--- src/rtl/uart_pkg.sv ---
// Shared constants and FSM encodings for the UART transmit arbiter.
package uart_pkg;

  localparam int unsigned DEFAULT_CLK_DIV = 434;
  localparam int unsigned BYTE_W          = 8;

  // Arbiter FSM encodings
  localparam logic [1:0] ARB_IDLE  = 2'd0;
  localparam logic [1:0] ARB_START = 2'd1;
  localparam logic [1:0] ARB_BUSY  = 2'd2;

endpackage

--- src/rtl/uart_baud_gen.sv ---
// Free-running baud tick generator: one-cycle registered tick every CLK_DIV cycles.
module uart_baud_gen
  import uart_pkg::*;
#(
  parameter int unsigned CLK_DIV = DEFAULT_CLK_DIV,
  parameter int unsigned DIV_W   = $clog2(CLK_DIV + 1)
) (
  input  logic clock,
  input  logic reset,
  output logic tick
);

  logic [DIV_W-1:0] cnt_q, cnt_d;
  logic             tick_q, tick_d;

  // Count 0..CLK_DIV-1 and raise the tick on the cycle after the wrap
  always_comb begin
    cnt_d  = cnt_q + DIV_W'(1);
    tick_d = 1'b0;
    if (cnt_q == DIV_W'(CLK_DIV - 1)) begin
      cnt_d  = '0;
      tick_d = 1'b1;
    end
  end

  // Counter and tick registers
  always_ff @(posedge clock or posedge reset) begin
    if (reset) begin
      cnt_q  <= '0;
      tick_q <= 1'b0;
    end else begin
      cnt_q  <= cnt_d;
      tick_q <= tick_d;
    end
  end

  assign tick = tick_q;

endmodule

--- src/rtl/uart_tx_arbiter.sv ---
// Round-robin arbiter sharing one UART transmitter among NUM_REQ byte sources.
module uart_tx_arbiter
  import uart_pkg::*;
#(
  parameter int unsigned NUM_REQ = 4,
  parameter int unsigned CLK_DIV = DEFAULT_CLK_DIV,
  parameter int unsigned ID_W    = $clog2(NUM_REQ),
  parameter int unsigned DIV_W   = $clog2(CLK_DIV + 1)
) (
  input  logic                      clock,
  input  logic                      reset,
  input  logic                      enable,
  input  logic [NUM_REQ-1:0]        req_valid,
  input  logic [BYTE_W*NUM_REQ-1:0] req_data,
  output logic [NUM_REQ-1:0]        req_ready,
  output logic                      tx_baud,
  output logic                      tx_start,
  output logic [BYTE_W-1:0]         data_out,
  input  logic                      tx_done,
  output logic                      busy,
  output logic [ID_W-1:0]           grant_id
);

  logic [1:0]         state_q, state_d;
  logic [ID_W-1:0]    rr_q, rr_d;
  logic [ID_W-1:0]    grant_q, grant_d;
  logic [BYTE_W-1:0]  data_q, data_d;
  logic [NUM_REQ-1:0] ready_q, ready_d;
  logic [ID_W-1:0]    win;
  logic [BYTE_W-1:0]  win_data;

  // First set bit at or above ptr, wrapping modulo NUM_REQ
  function automatic logic [ID_W-1:0] rr_pick(input logic [NUM_REQ-1:0] valid,
                                              input logic [ID_W-1:0]    ptr);
    logic [ID_W-1:0] pick;
    logic [ID_W-1:0] cand;
    logic            found;
    pick  = '0;
    found = 1'b0;
    for (int unsigned off = 0; off < NUM_REQ; off++) begin
      cand = ID_W'((32'(ptr) + off) % NUM_REQ);
      if (!found && valid[cand]) begin
        pick  = cand;
        found = 1'b1;
      end
    end
    return pick;
  endfunction

  uart_baud_gen #(
    .CLK_DIV (CLK_DIV),
    .DIV_W   (DIV_W)
  ) u_baud_gen (
    .clock (clock),
    .reset (reset),
    .tick  (tx_baud)
  );

  assign win = rr_pick(req_valid, rr_q);

  // Byte mux for the winning requester, constant slices only
  always_comb begin
    win_data = '0;
    for (int i = 0; i < int'(NUM_REQ); i++) begin
      if (ID_W'(i) == win) win_data = req_data[i*BYTE_W +: BYTE_W];
    end
  end

  // Arbitration FSM next-state and grant bookkeeping
  always_comb begin
    state_d = state_q;
    rr_d    = rr_q;
    grant_d = grant_q;
    data_d  = data_q;
    ready_d = '0;
    case (state_q)
      ARB_IDLE: begin
        if (enable && (|req_valid)) begin
          data_d       = win_data;
          grant_d      = win;
          ready_d[win] = 1'b1;
          rr_d         = ID_W'((32'(win) + 32'd1) % NUM_REQ);
          state_d      = ARB_START;
        end
      end
      // The transmitter samples tx_start on the baud tick
      ARB_START: if (tx_baud) state_d = ARB_BUSY;
      ARB_BUSY:  if (tx_done) state_d = ARB_IDLE;
      default:   state_d = ARB_IDLE;
    endcase
  end

  // State and grant registers
  always_ff @(posedge clock or posedge reset) begin
    if (reset) begin
      state_q <= ARB_IDLE;
      rr_q    <= '0;
      grant_q <= '0;
      data_q  <= '0;
      ready_q <= '0;
    end else begin
      state_q <= state_d;
      rr_q    <= rr_d;
      grant_q <= grant_d;
      data_q  <= data_d;
      ready_q <= ready_d;
    end
  end

  assign tx_start  = (state_q == ARB_START);
  assign busy      = (state_q != ARB_IDLE);
  assign data_out  = data_q;
  assign grant_id  = grant_q;
  assign req_ready = ready_q;

endmodule

--- config.mk ---
export PLATFORM = sky130hd
export DESIGN_NAME = uart_tx_arbiter
export DESIGN_NICKNAME = d
export VERILOG_FILES = /design/src/rtl/uart_pkg.sv /design/src/rtl/uart_baud_gen.sv /design/src/rtl/uart_tx_arbiter.sv
export SDC_FILE = /design/constraint.sdc
export NUM_CORES = 1
export LEC_CHECK = 0
export ABC_AREA = 1
export CAP_MARGIN = 20
export CORE_MARGIN = 4
export CORE_UTILIZATION = 51
export CTS_BUF_LIST = sky130_fd_sc_hd__clkbuf_4
export DETAILED_ROUTE_END_ITERATION = 7
export PLACE_DENSITY = 0.94
export SYNTH_ARGS = -nofsm -noshare
export SYNTH_HDL_FRONTEND = slang
export SYNTH_HIERARCHICAL = 1
export SYNTH_SLANG_ARGS = --single-unit
--- constraint.sdc ---
create_clock -name clock -period 3.62 [get_ports clock]
set_input_delay 0.543 -clock clock [delete_from_list [all_inputs] [get_ports clock]]
set_output_delay 0.543 -clock clock [all_outputs]
set_load 0.005 [all_outputs]
==> results.md <==
* Detailed placer's ending HPWL at between 3 and 4 mm
* Final wirelength at 4.30 mm
* Finished Cell Area at around 2400 µm²
* Worst min path class: flop to flop
* Hold depth at 1
* Grt total ovfl at 0
* DP Cell Count at approximately 330
* Arr. time, crit path at roughly 3 ns
* ANT nets after route at 0
* Tcrit/Tclk final at 0.764
* Clock Skews at 0.00525 ns
* DR vias at roughly 1700
* Slew headroom at 0.541
* Clk buf depth at 2
* H-Tree Depth at 1
* Ports at 57
* Fin. Hold Viols at 0
* Pwr Total at ~1.8 mW
* FFs w/ async S/R, synth at 1.00
* Setup violators final at 0
* Initial DRC count at about 110
* Post_cts resized at 0
* Slew Limit Fails at 0
* Yosys warns at 6
* # rows at 21
* Setup tns final at 0 ns
* Synthesized net count at 281
* Antenna cell count at 0
* Number of global-route vias before repair at between 1500 and 2000
* Die area at 4460 µm²
* Post-synthesis sequential area ratio at 0.398
* Synthesized flop and latch total at 28
* Leak at ~1.2 nW
* Pwr per Cell Area at approximately 750 nW/µm²
* Layout cells sized above 1 at 0.115
* Largest net degree at the start of global routing at 19
* Area Growth Syn to Fin at 34.3%
* Num CTS Buffers at 3
* Clk sink count at 28
* Drt via density at a little under 5
* Fin crit period at ~2.8 ns
* Hold bufs inserted after CTS at 0
* Fmax at 0.362 GHz
* Post-CTS setup repair buffer count at 0
* Die Ht at 66.8 µm
* Biggest area consumer among synthesized cells: dfrtp_1
* Most frequent cell after synthesis: nand2_1
* Yosys cell types at 28
* Synth top area cells: dfrtp_1 (40%), nand2_1 (14%), a21oi_1 (7.4%)
* PortBufs at 56
* Critical path type: primary input to flop
* Status: finished clean
* Residual DRC count at 0
* Crit path required time at 3.87 ns
* Die Span X at about 67 µm
* Core Util, Final at 0.709
* Startpoint types: primary input
* Placed Area at 2340 µm²
* CTS tree: built
* Global-route wire length before repair at 7.25 mm
* Top_reg_cell synth: dfrtp_1
* Layout Nets at approximately 340
* CP max FO at 10
* Initial antenna violation count at 0
* Drt pass-1 iters at 6
* Cell area after synthesis at ~1800 µm²
* Worst Tran Pin Value at 0.688 ns
* Core Box Area at about 3300 µm²
* Wire length per cell at 12.9 µm
* Final cell count without fillers at 334
* Maximum vdd drop at between 200 and 300 µV
* Starting Density at 0.528
* Synth cell count leaders: nand2_1 (64), dfrtp_1 (28), a21oi_1 (26), nor2_1 (26), inv_1 (20)
* Clock Latency Late Sink at 0.32 ns
* CTS root buffer: clkbuf_4
* Number of synthesized flops with an enable pin at 0
* Top-area cell type share of the netlist area at 0.398
* Syn Area/Cell at 7.49 µm²
* GPL Wtd Cong at 0.864
* Worst r2r path cells at 15
* Post-synthesis cell count at about 240
* Worst-path clk slew at 0.14 ns
* Max Cap Viol at 0
* Critical Path End Type: flop
* RSZ-0062 raised after global routing: no
* GRT Util Overall at 0.207
where the power goes:
part / internal [mW] / switching (mW) / leakage [nW]
sequential: 0.383 / 0.0644 / 0.345
clock: 0.0390 / 0.0861 / 0.0138
combinational: 0.493 / 0.707 / 0.794
final timing paths:
path                                      start             endpoint  slack [ns]
worst max-delay path               req_valid[3]          data_out[0]        0.86
worst min-delay path            u_baud_gen/tick           state_q[0]        0.50
worst max register to register          rr_q[0]          data_out[0]        0.90
worst min register to register  u_baud_gen/tick           state_q[0]        0.50
max in group asynchronous                 reset              rr_q[1]        2.54
min in group asynchronous                 reset  u_baud_gen/cnt_q[6]        0.52
critical path, cell delays in order:
cell and delay [ns]:
clkdlybuf4s50_1 0.41, inv_1 0.08, nand2_1 0.07, nand2_1 0.09
nor2_1 0.05, nor2_2 0.20, nand3_1 0.10, nand3_1 0.09
nand2_1 0.09, ha_1 0.34, nor2_1 0.50, nand2_1 0.10
nand2_1 0.08, o211ai_1 0.08, a21oi_1 0.18
layer usage:
metal / share of wire / track usage / up-vias
li1: - / - / 848
met4: 0.019 / 0.0711 / 0
met3: 0.046 / 0.0287 / 8
met1: 0.43 / 0.243 / 754
met5: 0 / 0 / -
met2: 0.51 / 0.382 / 46
cells by family (layout without fill, tap and decap cells):
family	after synthesis	count (layout)	share of synthesized area
AOI/OAI and AO/OA	38	38	0.121
buffers and inverters	33	86	0.0810
xor gates and xnor gates	3	3	0.0149
DFF	28	28	0.398
and+or+nand+nor	127	127	0.343
adders and majority gates	6	6	0.0426
sequential cells by signal, indices dropped and copies added, names as in the netlist:
name / flops
u_baud_gen/cnt_q: 9
state_q: 2
req_ready: 4
data_out: 8
grant_id: 2
u_baud_gen/tick: 1
rr_q: 2
per-stage QoR:
step / hold slack [ns] / setup slack (ns)
after floorplan: 0.383 / 1.33
after global placement: 0.462 / 0.609
after detailed placement: 0.471 / 0.523
after CTS: 0.499 / 0.868
after global routing: 0.521 / 0.519
final: 0.496 / 0.856
cell type report:
cell class,count,area (µm²)
timing repair buffer,56,561
multi-input combinational,174,917
sequential,28,701
tap,46,57.6
inverter,27,106
fill,268,972
clock buffer,3,22.5
cell usage in the layout, fill, tap and decap left out, drive strengths merged:
cell           count
inv               25
o21ai              3
clkinv             2
nand2             78
dfrtp             28
xor2               1
xnor2              2
ha                 6
o211ai             8
clkdlybuf4s50     56
o31ai              1
nor2              34
a21oi             26
clkbuf             3
nand3             13
nand4              2
No activity file was read; power rests on OpenSTA's default activity.
